--- src/rtl/thermo_bargraph.sv ---
// Thermometer-coded level to 8-LED bar graph, with a double-scale mode and a
// blinking full/empty bar while the input code is illegal.
module thermo_bargraph #(
  parameter int BLINK_DIV = 8
) (
  input  logic       Clk_in,
  input  logic       nRst_in,
  input  logic [3:0] Thermo_in,
  input  logic       Turbo_in,
  output logic       Err_out,
  output logic [7:0] BGraph_out
);

  localparam int CNT_W = $clog2(BLINK_DIV) + 1;

  logic             err_q, err_d;
  logic [7:0]       bgraph_q, bgraph_d;
  logic [CNT_W-1:0] cnt_q, cnt_d;
  logic             phase_q, phase_d;

  logic       legal;
  logic [2:0] level;
  logic [3:0] span;
  logic [7:0] graph;

  always_comb begin
    legal = 1'b1;
    level = 3'd0;
    case (Thermo_in)
      4'b0000: level = 3'd0;
      4'b0001: level = 3'd1;
      4'b0011: level = 3'd2;
      4'b0111: level = 3'd3;
      4'b1111: level = 3'd4;
      default: legal = 1'b0;
    endcase
  end

  // Number of lit LEDs: L in normal mode, 2L in turbo mode.
  assign span = Turbo_in ? {level, 1'b0} : {1'b0, level};

  generate
    for (genvar gi = 0; gi < 8; gi++) begin : g_bar
      assign graph[gi] = (span > 4'(gi));
    end
  endgenerate

  always_comb begin
    err_d    = err_q;
    bgraph_d = bgraph_q;
    cnt_d    = cnt_q;
    phase_d  = phase_q;
    if (legal) begin
      err_d    = 1'b0;
      bgraph_d = graph;
      cnt_d    = '0;
      phase_d  = 1'b0;
    end else begin
      err_d = 1'b1;
      // err_q low means the previous sample was legal (or we just left reset).
      if (!err_q) begin
        cnt_d   = CNT_W'(1);
        phase_d = 1'b1;
      end else if (cnt_q == CNT_W'(BLINK_DIV)) begin
        cnt_d   = CNT_W'(1);
        phase_d = ~phase_q;
      end else begin
        cnt_d = cnt_q + CNT_W'(1);
      end
      bgraph_d = phase_d ? 8'hFF : 8'h00;
    end
  end

  always_ff @(posedge Clk_in) begin
    if (!nRst_in) begin
      err_q    <= 1'b0;
      bgraph_q <= 8'h00;
      cnt_q    <= '0;
      phase_q  <= 1'b0;
    end else begin
      err_q    <= err_d;
      bgraph_q <= bgraph_d;
      cnt_q    <= cnt_d;
      phase_q  <= phase_d;
    end
  end

  assign Err_out    = err_q;
  assign BGraph_out = bgraph_q;

endmodule

--- config.mk ---
export PLATFORM = sky130hd
export DESIGN_NAME = thermo_bargraph
export DESIGN_NICKNAME = d
export VERILOG_FILES = /design/src/rtl/thermo_bargraph.sv
export SDC_FILE = /design/constraint.sdc
export NUM_CORES = 1
export LEC_CHECK = 0
export BUFFER_PORTS_ARGS = -buffer_cell sky130_fd_sc_hd__clkbuf_2
export CAP_MARGIN = 40
export CORE_AREA = 2 2 39 41
export CTS_BUF_LIST = sky130_fd_sc_hd__clkbuf_8
export DETAILED_ROUTE_END_ITERATION = 16
export DIE_AREA = 0 0 41 43
export HOLD_SLACK_MARGIN = 0.12
export PLACE_DENSITY = 0.73
export RECOVER_POWER = 25
export SYNTH_ARGS = -nofsm -noshare
export SYNTH_HDL_FRONTEND = slang
export SYNTH_SLANG_ARGS = --single-unit
export TNS_END_PERCENT = 5
--- constraint.sdc ---
create_clock -name Clk_in -period 1.5 [get_ports Clk_in]
set_clock_uncertainty 0.1 [all_clocks]
set_input_delay 0.3 -clock Clk_in [delete_from_list [all_inputs] [get_ports Clk_in]]
set_output_delay 0.3 -clock Clk_in [all_outputs]
set_load 0.005 [all_outputs]
==> metrics.txt, run 1 <==
status complete, no violations; largest net degree at the start of global routing 8; Crit-path slowest cell dfxtp_1; Slew Viols, Final 0; Worst VDD drop 582.2 µV; average size of a mapped cell 10.44 µm²; final hold slack 0.2470 ns; LEAKAGE 0.3556 nW; final setup fails 0; PnR Total Power 0.8247 mW; Post-synth EDFFs 0; vias in the first global route 468; Final nets 91; Max H-tree Level 1; drt wl/cell 10.56 µm; setup TNS 0 ns; M1 WL 426 µm; die area 0.001763 mm²; Final ANT Viol Nets 0; Final Hold Vio Count 0; CTS max path bufs 2; FF+latch count, synth 14; Critical path buffers and inverters 1; CTS tree yes; WL met2 536 µm; Initial Util 0.4376; Yosys top cell by area dfxtp_1; Max Freq 708.7 MHz; # rows 14; DR pass1 iterations 2; Port Buffers 15; Vias per Instance 4.948; Post-synth ARST share 0; cts hold-fix bufs 0; first-pass GRT wire length 1725 µm; WP data required 1.53 ns; data arrival time of the worst path 1.44 ns; area grow syn2layout 31.61%; crit share post-route 0.9406; layout cells sized above 1 0.4000; synth warn 0; reg2reg setup slack 0.09 ns; critical-path cell list inv_1, ha_4, nand3b_4, xor2_4, a21oi_4, or2_1; worst skew pair latency 0.24 ns; Clock Pin Slew Worst Setup and Hold Paths 0.05 ns; Startpoint Class flip-flop; hpwl dp 774.7 µm; gr usage total 0.1440; synth top area cells dfxtp_1, ha_1, o31ai_4; min-delay worst type in -> reg; Post-DP Area 730.7 µm²; Commonest cells post-synth dfxtp_1, nor2_1, inv_1, nand2_1; Max Cap Viol 0; Crit Path Max Fanout 7; post-synthesis sequential area ratio 0.4628; power per cell area 1035 mW/mm²; CP delay by family, top simple AND/OR/NAND/NOR gates; fin util 0.5759; Die W 41 µm; Die H 43 µm; Placeable Area 0.001384 mm²; I/O Pins 16; antenna violations before repair 0; Worst-Margin Slew 0.3028 ns; Antenna Diode Count 0; detailed-route DRC error count 0; most used standard cell by instance count after synthesis dfxtp_1; Main synth FF type dfxtp_1; critical path class reg -> reg; Post-Syn Instances 58; unrepaired setup endpoints after global routing no; post-route cell area 797.0 µm²; Synth cell types 27; GP Congestion 0.7361; TritonCTS Sinks 14; Final min period 1.411 ns; synthesized net count 67; metal3 WL 32 µm; drt total wl 1014 µm; Top Metal Used met4; Crit path largest cell delay 0.30 ns; kind of end point of the critical path flip-flop; via count 475; root buf cell clkbuf_8; Num CTS Buffers 3; Yosys top cell area share 0.4628; worst relative slew slack 0.7955; GRT overflow 0; 1st-iter DRT viols 1; Synth Cell Area 605.6 µm²
## kinds of logic after synthesis
| group | after synthesis | share of synthesized area |
|---|---|---|
| AND/OR/NAND/NOR | 20 | 0.2087 |
| AO/OA/AOI/OAI | 16 | 0.2211 |
| flip-flops | 14 | 0.4628 |
| buffers and inverters | 4 | 0.02479 |
| XOR/XNOR | 2 | 0.04133 |
| adder cells (fa/ha/maj) | 2 | 0.04132 |
## final cells by class
cell class / count / area [µm²]
well taps: 16 / 20.02
multi-input cells: 40 / 334.1
clock buffers: 3 / 41.29
fillers: 125 / 586.8
flip-flops and latches: 14 / 281.5
inverters: 4 / 15.01
repair buffers: 19 / 105.1
## cell usage in the layout (no fill, tap or decap), drive strengths merged, types with 2 or more instances in the layout
cell and n:
a21oi 4, dfxtp 14, and2b 2, nor2b 2, buf 4, ha 2
clkbuf 18, a31oi 3, nand2 4, or2 2, inv 4, a21o 2
o21bai 2, nor2 5
## path summary, 6_finish.rpt
path,startpoint,end,cells after the start
max reg2reg,cnt_q[0],BGraph_out[5],6
max,cnt_q[0],BGraph_out[5],6
min,nRst_in,BGraph_out[0],3
min reg2reg,cnt_q[0],cnt_q[0],2
## sequential cells by signal (all words and copies together), names as in the netlist
name        count
phase_q         1
cnt_q           4
BGraph_out      8
Err_out         1
## tightest hold or removal path, delay by kind of cell
| kind | cells | cell delay (ns) |
|---|---|---|
| AOI/OAI and AO/OA | 2 | 0.12 |
| buffers and inverters | 1 | 0.12 |
## per-stage QoR
stage	setup slack, ns	instances
floorplan	0.01407	58
global placement	0.05024	93
detailed placement	0.004267	93
CTS	0.004134	96
global route	0.01813	96
finish	0.08903	96
## timing repair
| item | 4_1_cts | 5_1_grt |
|---|---|---|
| endpoints found under the setup margin | 2 | 5 |
| resized for setup | 1 | 3 |
| setup buffers | 0 | 0 |
## per-layer routing
layer,track usage,vias up
li1,-,250
met1,0.1628,213
met2,0.2344,9
met3,0.01571,3
met4,0.1000,0
met5,0,-
## where the power goes
part	switching [mW]	internal, mW
Combinational	0.0563	0.0644
Sequential	0.0134	0.400
Clock	0.114	0.177
Total	0.184	0.641
Power figures use the tool's default switching activity.
==> run 2, diff against run 1 <==
CELL_PAD_IN_SITES_DETAIL_PLACEMENT = 1   (was default)
CELL_PAD_IN_SITES_GLOBAL_PLACEMENT = 1   (was default)
CORE_AREA = default   (was 2 2 39 41)
CORE_MARGIN = 1   (was default)
CORE_UTILIZATION = 36   (was default)
DIE_AREA = default   (was 0 0 41 43)
PLACE_DENSITY = default   (was 0.73)
PLACE_DENSITY_LB_ADDON = 0.1   (was default)
==> run 2 against run 1 <==
Critical path depth unchanged. Highest routed layer is now met3. Via count up 2.5%. Power up 8.8%. Largest cell class unchanged. Non-clock buffer count unchanged. Sequential share of layout area down 0.55 points. Wire length up 16%. Fmax up 0.90%. Count of clock-buffer cells in the layout up 1. Combinational power about the same.
==> metrics.txt, run 2 (synthesis results as in run 1) <==
Final min period 1.398 ns (was 1.411 ns); CTS tree yes (unchanged); Port Buffers 15 (unchanged); commonest cells after routing, fill and taps aside clkbuf_2, dfxtp_1, nor2_1 (unchanged); Die H 43.02 µm (was 43 µm); area grow syn2layout 33.68% (was 31.61%); Die W 43.02 µm (was 41 µm); setup TNS 0 ns (unchanged); critical path class reg -> reg (unchanged); drt total wl 1173 µm (was 1014 µm); most common cell after layout, fill and taps aside clkbuf_2 (unchanged); root buf cell clkbuf_8 (unchanged); worst skew pair latency 0.24 ns (about the same); Worst-Margin Slew 0.2953 ns (was 0.3028 ns); Antenna Diode Count 0 (unchanged); Hold Path Stages 3 (unchanged); min-delay worst type in -> reg (unchanged); GP Congestion 0.6673 (was 0.7361); Post-CTS Repair Setup Buffers 0 (unchanged); Clock Pin Slew Worst Setup and Hold Paths 0.06 ns (was 0.05 ns); power per cell area 1108 mW/mm² (was 1035 mW/mm²); first-pass GRT wire length 1952 µm (was 1725 µm); drt wl/cell 12.09 µm (was 10.56 µm); hpwl dp 975.4 µm (was 774.7 µm); fin util 0.5252 (was 0.5759); Slew Viols, Final 0 (unchanged); Max H-tree Level 1 (unchanged); kind of end point of the critical path flip-flop (unchanged); layout cells sized above 1 0.3951 (was 0.4000); final setup fails 0 (unchanged); Initial Util 0.3929 (was 0.4376); die area 0.001850 mm² (was 0.001763 mm²); Max Cap Viol 0 (unchanged); Finished Layout Cells 97 (was 96); Max Freq 715.1 MHz (was 708.7 MHz); Reg2Reg Depth 6 (unchanged); WP data required 1.54 ns (was 1.53 ns); crit share post-route 0.9323 (was 0.9406); Num CTS Buffers 3 (unchanged); LEAKAGE 0.3597 nW (was 0.3556 nW); Startpoint Class flip-flop (unchanged); Worst VDD drop 542.6 µV (was 582.2 µV); PostCTS Resize Cnt 2 (was 1); 1st-iter DRT viols 0 (was 1); vias in the first global route 495 (was 468); flip-flop count of the largest register after layout 8 (unchanged); via count 487 (was 475); DP Worst Slack -0.02082 ns (was 0.004267 ns); detailed-route DRC error count 0 (unchanged); Post-DP Area 730.7 µm² (unchanged); CTS max path bufs 2 (unchanged); Vias per Instance 5.021 (was 4.948); Crit Path Max Fanout 7 (unchanged); Placeable Area 0.001541 mm² (was 0.001384 mm²); final setup margin 0.1016 ns (was 0.08903 ns); Final ANT Viol Nets 0 (unchanged); DR pass1 iterations 1 (was 2); I/O Pins 16 (unchanged); # rows 14 (unchanged); antenna violations before repair 0 (unchanged); Final Hold Vio Count 0 (unchanged); post-route cell area 809.5 µm² (was 797.0 µm²); unrepaired setup endpoints after global routing no (unchanged); cts hold-fix bufs 0 (unchanged); gr usage total 0.1455 (was 0.1440); status complete, no violations (unchanged); GRT overflow 0 (unchanged); TritonCTS Sinks 14 (unchanged); Final nets 91 (unchanged); worst relative slew slack 0.8005 (was 0.7955); number of cells after detailed placement 93 (unchanged); largest net degree at the start of global routing 9 (was 8); data arrival time of the worst path 1.43 ns (was 1.44 ns)
==> run 2: changes by cell type in the layout (fill, tap and decap cells not counted), sizes merged <==
| cell | previous run | this run |
|---|---|---|
| clkbuf | 18 | 19 |
==> run 2: metrics by stage <==
step / total power, mW / hold slack, ns
after floorplan: 0.4781 / 0.3185
after global placement: 0.5351 / 0.4450
after detailed placement: 0.5389 / 0.4539
after CTS: 0.9071 / 0.2407
after global routing: 0.9381 / 0.2573
final: 0.8969 / 0.2462
==> run 2: layout make-up <==
cell class	count	area [µm²]
tap	16	20.02
fill	180	732.0
inverter	4	15.01
clock buffer	4	55.05
timing repair buffer	19	103.9
multi-input combinational	40	334.1
sequential	14	281.5
==> run 2: power by group <==
| group | internal, mW | total [mW] | leakage (nW) | switching [mW] |
|---|---|---|---|---|
| clock network | 0.232 | 0.362 | 0.0288 | 0.130 |
| registers | 0.399 | 0.413 | 0.117 | 0.0132 |
| logic | 0.0640 | 0.122 | 0.214 | 0.0583 |
| total | 0.695 | 0.897 | 0.360 | 0.201 |
==> run 2: critical path, stage by stage (launching register included) <==
cell      delay [ns]
dfxtp_1         0.31
inv_1           0.09
ha_4            0.17
nand3b_4        0.11
xor2_4          0.19
a21oi_4         0.10
or2_1           0.23
==> run 2: final timing paths <==
kind | slack, ns | from | end
min reg2reg | 0.46 | cnt_q[0] | cnt_q[0]
max reg2reg | 0.10 | cnt_q[0] | BGraph_out[4]
max | 0.10 | cnt_q[0] | BGraph_out[4]
min | 0.25 | nRst_in | BGraph_out[0]
==> run 2: routing by layer <==
metal	GRT usage	up-vias	routed length, µm
li1	-	246	-
met1	0.1444	234	465
met2	0.2636	7	662
met3	0.05106	0	44
met4	0.07273	0	0
met5	0	-	0
==> run 3, diff against run 2 <==
GPL_TIMING_DRIVEN = 0   (was default)
==> run 3 against run 2 <==
Critical path depth stayed put. Die area stayed put. Register-to-register slack worse by 0.05 ns. Non-clock buffer count is 2 lower. Via count is 1.2% lower. Combinational power is 3% lower. Largest power group unchanged. Global-route usage is 0.26 points lower. Clock power is 18% lower. Sequential cell count stayed put. Largest cell class unchanged.
==> metrics.txt, run 3 (synthesis results as in run 1) <==
Die H 43.02 µm (unchanged); unrepaired setup endpoints after global routing no (unchanged); layout cells sized above 1 0.3846 (was 0.3951); critical path class reg -> reg (unchanged); Port Buffers 15 (unchanged); Worst-Margin Slew 0.3351 ns (was 0.2953 ns); Reg-to-Reg End BGraph_out[4] (unchanged); Max Freq 690.8 MHz (was 715.1 MHz); I/O Pins 16 (unchanged); crit path capture BGraph_out[4] (unchanged); die area 0.001850 mm² (unchanged); 1st-iter DRT viols 2 (was 0); Critical path buffers and inverters 1 (unchanged); min-delay worst type in -> reg (unchanged); Crit-path slowest cell dfxtp_2 (was dfxtp_1); Slew Viols, Final 0 (unchanged); Sw Share 0.2310 (was 0.2246); CTS max path bufs 2 (unchanged); clock share of power 0.358 (was 0.404); CTS tree yes (unchanged); Die W 43.02 µm (unchanged); vias in the first global route 471 (was 495); P_sw 0.1916 mW (was 0.2015 mW); Worst VDD drop 575.0 µV (was 542.6 µV); kind of end point of the critical path flip-flop (unchanged); Initial Util 0.3929 (unchanged); critical path depth in cells 6 (unchanged); Crit Path Max Fanout 7 (unchanged); GRT overflow 0 (unchanged); CP delay by family, top flip-flops (was simple AND/OR/NAND/NOR gates); cts hold-fix bufs 0 (unchanged); drt wl/cell 12.70 µm (was 12.09 µm); DR pass1 iterations 2 (was 1); data arrival time of the worst path 1.47 ns (was 1.43 ns); worst relative slew slack 0.7737 (was 0.8005); largest net degree at the start of global routing 8 (was 9); Combinational Power Share 0.142 (was 0.136); Worst Setup SP cnt_q[0] (unchanged); final setup fails 0 (unchanged); Final min period 1.448 ns (was 1.398 ns); crit share post-route 0.9651 (was 0.9323); hpwl dp 895.2 µm (was 975.4 µm); detailed-route DRC error count 0 (unchanged); PnR Total Power 0.8295 mW (was 0.8969 mW); Crit path largest cell delay 0.35 ns (was 0.31 ns); Reg power frac 0.500 (was 0.460); Internal Power 0.6378 mW (was 0.6954 mW); Placeable Area 0.001541 mm² (unchanged); antenna violations before repair 0 (unchanged); root buf cell clkbuf_8 (unchanged); GP Congestion 0.6920 (was 0.6673); TritonCTS Sinks 14 (unchanged); via count 481 (was 487); Final Hold Vio Count 0 (unchanged); WP data required 1.53 ns (was 1.54 ns); # rows 14 (unchanged); Vias per Instance 5.117 (was 5.021); LEAKAGE 0.3429 nW (was 0.3597 nW); most common cell after layout, fill and taps aside clkbuf_2 (unchanged); Clock Pin Slew Worst Setup and Hold Paths 0.05 ns (was 0.06 ns); power per cell area 1061 mW/mm² (was 1108 mW/mm²); worst skew pair latency 0.24 ns (about the same); drt total wl 1194 µm (was 1173 µm); RR Startpoint cnt_q[0] (unchanged); Final ANT Viol Nets 0 (unchanged); first-pass GRT wire length 1938 µm (was 1952 µm); Max H-tree Level 1 (unchanged); Antenna Diode Count 0 (unchanged); Num CTS Buffers 3 (unchanged); critical-path cell list inv_1, ha_4, nand3b_4, xor2_4, a21oi_4, or2_1 (unchanged); reg2reg setup slack 0.05 ns (was 0.10 ns); area grow syn2layout 29.13% (was 33.68%); flip-flop count of the largest register after layout 8 (unchanged); Reg2Reg Depth 6 (unchanged); Final nets 89 (was 91); gr usage total 0.1429 (was 0.1455); final hold slack 0.2591 ns (was 0.2462 ns); Startpoint Class flip-flop (unchanged); Max Cap Viol 0 (unchanged); status complete, no violations (unchanged); commonest cells after routing, fill and taps aside clkbuf_2, dfxtp_1, nor2_1, inv_1, nand2_1 (was clkbuf_2, dfxtp_1, nor2_1)
[run 3: worst min path at each step]
stage	startpoint	to	slack, ns	cells past startpoint
after detailed placement	cnt_q[0]	cnt_q[0]	0.42	1
after global routing	nRst_in	BGraph_out[0]	0.27	3
after floorplan	Thermo_in[3]	BGraph_out[6]	0.32	1
after global placement	cnt_q[0]	cnt_q[0]	0.40	1
final	nRst_in	BGraph_out[0]	0.26	3
after CTS	nRst_in	BGraph_out[0]	0.25	3
[run 3: area by class of cell]
class	instances	area, µm²
multi-input cells	40	334.1
inverters	4	15.01
fillers	183	759.5
clock buffers	3	41.29
well taps	16	20.02
flip-flops and latches	14	282.8
repair buffers	17	88.84
[run 3: power by group through the flow]
stage,logic (mW),clock network (mW),registers [mW]
CTS,0.112,0.303,0.416
global placement,0.104,0,0.419
finish,0.118,0.297,0.415
global route,0.129,0.323,0.418
detailed placement,0.106,0,0.421
floorplan,0.0558,0,0.422
[run 3: worst register-to-register path, cell delays in order, from the launching register on]
cell	delay, ns
dfxtp_2	0.35
inv_1	0.07
ha_4	0.18
nand3b_4	0.11
xor2_4	0.19
a21oi_4	0.10
or2_1	0.24
[run 3: through the flow]
stage | setup TNS (ns) | worst slack, ns | util | cell area [µm²] | cells
finish | 0 | 0.05235 | 0.5073 | 782.0 | 94
global route | 0 | 0.0006383 | 0.5073 | 782.0 | 94
CTS | 0 | 0.01291 | 0.4959 | 764.5 | 93
detailed placement | -0.6166 | -0.1467 | 0.4545 | 700.7 | 89
global placement | -0.4342 | -0.1159 | 0.4545 | 700.7 | 89
floorplan | 0 | 0.01407 | - | 605.6 | 58
[run 3: timing repair]
| action | 4_1_cts | 5_1_grt |
|---|---|---|
| setup buffers | 1 | 1 |
| setup endpoints to repair | 6 | 4 |
| pin swaps | 0 | 1 |
| gates resized for setup | 3 | 2 |
[run 3: per-layer routing]
metal | GRT usage | part of all wire
met5 | 0 | 0
met4 | 0.05455 | 0
met2 | 0.2576 | 0.56
met1 | 0.1496 | 0.41
met3 | 0.05106 | 0.028
